File: src/rtl/udp_ip_pkg.sv
// Shared constants and FSM encoding for the UDP receive/transmit stages.
// Imported by rx_udp_analy and tx_udp_pack.
package udp_ip_pkg;

    localparam int UDP_HDR_WORDS = 2;
    localparam int UDP_HDR_BYTES = 8;
    localparam int MTY_W         = 2;
    localparam int WORD_BYTES    = 4;

    typedef enum logic [1:0] {
        IDLE = 2'd0,
        HDR1 = 2'd1,
        DATA = 2'd2
    } udp_state_e;

endpackage

File: src/rtl/rx_udp_analy.sv
// UDP receive stage: parses the 8-byte header, checks ports and length,
// strips the header and forwards the payload with re-framed sop/eop/mty.
module rx_udp_analy
    import udp_ip_pkg::*;
#(
    parameter int DATA_W = 32,
    parameter int LEN_W  = 16
) (
    input  logic              clk,
    input  logic              rst_n,
    input  logic [15:0]       cfg_port_local,
    input  logic [15:0]       cfg_port_pc,
    input  logic [DATA_W-1:0] din,
    input  logic              din_vld,
    input  logic              din_sop,
    input  logic              din_eop,
    input  logic [MTY_W-1:0]  din_mty,
    output logic [DATA_W-1:0] dout,
    output logic              dout_vld,
    output logic              dout_sop,
    output logic              dout_eop,
    output logic [MTY_W-1:0]  dout_mty,
    output logic              flag_port_local_err,
    output logic              flag_port_pc_err,
    output logic              flag_len_err
);

    udp_state_e       state;
    logic [LEN_W-1:0] cnt;
    logic [LEN_W-1:0] udp_len_q;
    logic             first_q;
    logic             pc_err_q;
    logic             loc_err_q;

    logic             pc_err_w;
    logic             loc_err_w;
    logic [LEN_W:0]   sum_w;
    logic [LEN_W-1:0] nxt_cnt;
    logic [LEN_W-1:0] rx_bytes;
    logic [LEN_W-1:0] len_field;

    assign pc_err_w  = din[DATA_W-1 -: 16] != cfg_port_pc;
    assign loc_err_w = din[15:0] != cfg_port_local;
    assign len_field = din[DATA_W-1 -: LEN_W];

    // Byte count saturates at all-ones; a saturated count stays saturated
    always_comb begin
        sum_w   = {1'b0, cnt} + (LEN_W+1)'(WORD_BYTES);
        nxt_cnt = sum_w[LEN_W] ? '1 : sum_w[LEN_W-1:0];
        if (nxt_cnt == '1)
            rx_bytes = '1;
        else
            rx_bytes = nxt_cnt - LEN_W'(din_mty);
    end

    always_ff @(posedge clk or negedge rst_n) begin
        if (!rst_n) begin
            state               <= IDLE;
            cnt                 <= '0;
            udp_len_q           <= '0;
            first_q             <= 1'b0;
            pc_err_q            <= 1'b0;
            loc_err_q           <= 1'b0;
            dout                <= '0;
            dout_vld            <= 1'b0;
            dout_sop            <= 1'b0;
            dout_eop            <= 1'b0;
            dout_mty            <= '0;
            flag_port_local_err <= 1'b0;
            flag_port_pc_err    <= 1'b0;
            flag_len_err        <= 1'b0;
        end else begin
            dout     <= '0;
            dout_vld <= 1'b0;
            dout_sop <= 1'b0;
            dout_eop <= 1'b0;
            dout_mty <= '0;
            if (din_vld && din_sop) begin
                // A sop mid-packet aborts the packet in flight
                if (state != IDLE) begin
                    flag_port_pc_err    <= pc_err_q;
                    flag_port_local_err <= loc_err_q;
                    flag_len_err        <= 1'b1;
                    if (state == DATA && !first_q) begin
                        dout_vld <= 1'b1;
                        dout_eop <= 1'b1;
                    end
                end
                pc_err_q  <= pc_err_w;
                loc_err_q <= loc_err_w;
                cnt       <= LEN_W'(WORD_BYTES);
                first_q   <= 1'b1;
                if (din_eop) begin
                    flag_port_pc_err    <= pc_err_w;
                    flag_port_local_err <= loc_err_w;
                    flag_len_err        <= 1'b1;
                    state               <= IDLE;
                end else begin
                    state <= HDR1;
                end
            end else if (din_vld) begin
                unique case (state)
                    HDR1: begin
                        udp_len_q <= len_field;
                        cnt       <= nxt_cnt;
                        first_q   <= 1'b1;
                        if (din_eop) begin
                            flag_port_pc_err    <= pc_err_q;
                            flag_port_local_err <= loc_err_q;
                            flag_len_err        <= rx_bytes != len_field;
                            state               <= IDLE;
                        end else begin
                            state <= DATA;
                        end
                    end
                    DATA: begin
                        dout     <= din;
                        dout_vld <= 1'b1;
                        dout_sop <= first_q;
                        dout_eop <= din_eop;
                        dout_mty <= din_eop ? din_mty : '0;
                        first_q  <= 1'b0;
                        cnt      <= nxt_cnt;
                        if (din_eop) begin
                            flag_port_pc_err    <= pc_err_q;
                            flag_port_local_err <= loc_err_q;
                            flag_len_err        <= rx_bytes != udp_len_q;
                            state               <= IDLE;
                        end
                    end
                    default: ;
                endcase
            end
        end
    end

endmodule

File: config.mk
export PLATFORM = sky130hd
export DESIGN_NAME = rx_udp_analy
export DESIGN_NICKNAME = d
export VERILOG_FILES = /design/src/rtl/udp_ip_pkg.sv /design/src/rtl/rx_udp_analy.sv
export SDC_FILE = /design/constraint.sdc
export NUM_CORES = 1
export LEC_CHECK = 0
export CAP_MARGIN = 20
export CORE_UTILIZATION = 40
export CTS_CLUSTER_DIAMETER = 120
export DETAILED_ROUTE_END_ITERATION = 12
export GPL_TIMING_DRIVEN = 0
export PLACE_DENSITY = 0.67
export REMOVE_ABC_BUFFERS = 1
export SLEW_MARGIN = 20
export SYNTH_ARGS = -nofsm -noshare
export SYNTH_HDL_FRONTEND = slang
export SYNTH_SLANG_ARGS = --single-unit
File: constraint.sdc
create_clock -name clk -period 3.46 [get_ports clk]
set_input_delay 0.346 -clock clk [delete_from_list [all_inputs] [get_ports clk]]
set_output_delay 0.346 -clock clk [all_outputs]
set_load 0.02 [all_outputs]
==> impl_metrics.env <==
export IMPL_status="complete, no violations"
export IMPL_crit_fanout=9
export IMPL_setup_tns_ns=0
export IMPL_first_pass_iters=4
export IMPL_post_route_util_pct=57.1
export IMPL_cpMaxStageDelayCell="dfrtp_2"
export IMPL_postRouteAntennaNets=0
export IMPL_finalCritPeriodShare_pct=97.6
export IMPL_grt_pass1_vias=4222
export IMPL_top_layer_used="met4"
export IMPL_yosysUniqueCellTypes=65
export IMPL_io_pin_count=111
export IMPL_cts_root_buf="clkbuf_16"
export IMPL_wire_per_inst_um=17.1
export IMPL_crit_path_end_kind="register"
export IMPL_max_stage_delay_ns=0.43
export IMPL_antenna_found_initial=0
export IMPL_track_usage_pct=21.7
export IMPL_rsz0062_at_grt="true"
export IMPL_grt_max_degree=54
export IMPL_pre_cts_ws_ns=-1.18
export IMPL_insertion_delay_ns=0.35
export IMPL_clockBufferDepth=2
export IMPL_yosysWarnings=0
export IMPL_ys_ff_latch=77
export IMPL_hold_violations=0
export IMPL_cts_sinks=77
export IMPL_synthCells=468
export IMPL_synth_edff_count=0
export IMPL_drive_gt1_share_pct=19.2
export IMPL_cts_tree="built"
export IMPL_fmax_mhz=296
export IMPL_crit_family="simple AND/OR/NAND/NOR gates"
export IMPL_powerDensity_nw_per_um2=538
export IMPL_num_vias=4065
export IMPL_grt_pass1_wl_mm=21.0
export IMPL_grt_overflow_total=0
export IMPL_async_flop_share_pct=100
export IMPL_post_drt_via_cell_ratio=5.48
export IMPL_postSynthAreaPerCell_um2=10.1
export IMPL_fin_skew_ns=0.00576
export IMPL_nNetsFinal=673
export IMPL_ir_worst_vdd_v=0.000283
export IMPL_path_cells="ha_4 > and3_4 > nand4_1 > buf_4 > buf_4 > buf_4 > buf_4 > buf_4 > buf_4 > buf_4 > buf_4 > buf_4 > nand2_1 > or3_1 > mux2i_2 > nand4_1 > a2111oi_2 > a41oi_1"
export IMPL_row_count=39
export IMPL_critPathArrivalTime_ns=3.58
export IMPL_fillers=987
export IMPL_cap_violations=0
export IMPL_stdcell_area_um2=6520
export IMPL_drc=0
export IMPL_setup_violations=0
export IMPL_portBuffers=110
export IMPL_place_inst=697
export IMPL_start_util_pct=41.2
export IMPL_routed_wl_mm=12.7
export IMPL_dp_hpwl_mm=9.07
export IMPL_period_needed_ns=3.38
export IMPL_cp_common_cell="buf_4"
export IMPL_die_w_um=110
export IMPL_worst_slack_ns=0.0824
export IMPL_cts_buffers=9
export IMPL_dpl_instance_area_um2=5900
export IMPL_insertedDiodeCount=0
export IMPL_wl_met1_mm=5.39
export IMPL_syn_cell_area_um2=4710
export IMPL_drv_slew=0
export IMPL_crit_type="register to register"
export IMPL_clkTransAtPathRegs_ns=0.06
export IMPL_hp_class="primary input to asynchronous set/reset pin"
export IMPL_core_um2=11400
export IMPL_seq_area_frac_synth_pct=40.9
export IMPL_start_kind="register"
export IMPL_hold_slack_ns=0.455
export IMPL_die_y_um=110
export IMPL_cellLeakagePower_nw=2.68
export IMPL_gp_congestion=0.877
export IMPL_cp_required_ns=3.66
export IMPL_finalPower_mw=3.51
export IMPL_tightest_slew_ns=0.816
export IMPL_met2_length_mm=6.38
export IMPL_synthFlopType="dfrtp_1"
export IMPL_wl_met3_um=577
export IMPL_htree_num_levels=3
export IMPL_drtIter0Drc=230
export IMPL_area_growth_pct=38.6
export IMPL_design_die_area_um2=12200
export IMPL_fin_cells=742
export IMPL_crit_buf_inv=9
export IMPL_slew_headroom_pct=45.4
-- cells in the final DEF (no fill, tap or decap), types with 12 or more instances in the layout --
cell type	instances
nand2_1	32
a21oi_1	18
mux2i_1	19
buf_4	30
dfrtp_1	65
mux2_2	23
xnor2_1	44
o21ai_0	15
and2_1	37
nand4_1	15
clkdlybuf4s50_1	109
nor2_1	27
dfrtp_2	12
-- state kept, by name (all words and copies together) (netlist names) --
signal,cells
state,2
pc_err_q,1
flag_port_local_err,1
cnt,16
udp_len_q,16
dout_eop,1
loc_err_q,1
dout_sop,1
flag_port_pc_err,1
dout_vld,1
flag_len_err,1
dout,32
dout_mty,2
first_q,1
-- synthesized netlist by cell type (all sizes together), types with 5 or more instances --
cell type | instances | share of area, %
inv | 7 | 0.56
clkbuf | 14 | 1.1
nand3 | 8 | 0.96
and2 | 37 | 4.9
a21oi | 18 | 1.9
nor4 | 9 | 1.5
o21ai | 17 | 1.8
nand2 | 32 | 2.6
nor2 | 28 | 2.2
xor2 | 6 | 1.1
xnor2 | 45 | 8.5
ha | 6 | 1.6
nor2b | 5 | 0.66
a31oi | 8 | 1.1
mux2 | 23 | 5.5
buf | 12 | 1.6
mux2i | 20 | 4.3
nor3 | 11 | 1.3
nand4 | 16 | 2.3
and3 | 6 | 0.80
dfrtp | 77 | 41
-- layout make-up --
cell class / instances / area, um2 / area share (%)
Multi-Input combinational cell: 358 / 2740 / 41.9
Sequential cell: 77 / 1940 / 29.8
Timing Repair Buffer: 142 / 1370 / 20.9
Clock buffer: 10 / 239 / 3.66
Tap cell: 143 / 179 / 2.74
Clock inverter: 5 / 35.0 / 0.537
Inverter: 7 / 26.3 / 0.403
-- cells by family after synthesis --
| family | after synthesis | share of synthesized area [%] |
|---|---|---|
| AND/OR/NAND/NOR | 174 | 20.7 |
| AO/OA/AOI/OAI | 80 | 12.3 |
| flip-flops | 77 | 40.9 |
| XOR/XNOR | 53 | 10.6 |
| multiplexers | 44 | 10.2 |
| buffers and inverters | 33 | 3.24 |
| adder cells (fa/ha/maj) | 7 | 2.02 |
-- path summary, 6_finish.rpt --
path	start	endpoint	slack [ns]	depth (start not counted)
worst min register to register	pc_err_q	pc_err_q	0.49	2
worst max register to register	cnt[2]	flag_len_err	0.08	18
min in group clk	pc_err_q	pc_err_q	0.49	2
worst min-delay path	rst_n	cnt[15]	0.45	2
worst max-delay path	cnt[2]	flag_len_err	0.08	18
max in group asynchronous	rst_n	dout[26]	2.43	3
-- worst register-to-register path, delay by kind of cell, from the launching register on --
family                     cells  cell delay (ns)
AOI/OAI and AO/OA              2             0.44
adders and majority gates      1             0.19
buffers and inverters          9             0.95
DFF                            1             0.43
muxes                          1             0.20
and+or+nand+nor                5             1.02
-- timing repair --
item	4_1_cts	5_1_grt
setup buffers	27	3
hold endpoints to repair	24	0
hold buffers	1	0
setup endpoints to repair	1	1
resized for setup	27	9
pin swaps	10	11
-- layer usage --
metal / up-vias / global-route usage [%]
li1: 1944 / -
met4: 0 / 10.8
met5: - / 0
met2: 122 / 36.2
met1: 1969 / 26.9
met3: 30 / 3.73
-- where the power goes --
part | total [mW] | internal, mW | switching (mW)
Sequential | 1.15 | 1.06 | 0.0940
Clock | 0.885 | 0.503 | 0.381
Combinational | 1.47 | 0.762 | 0.710
Power figures use the tool's default switching activity.
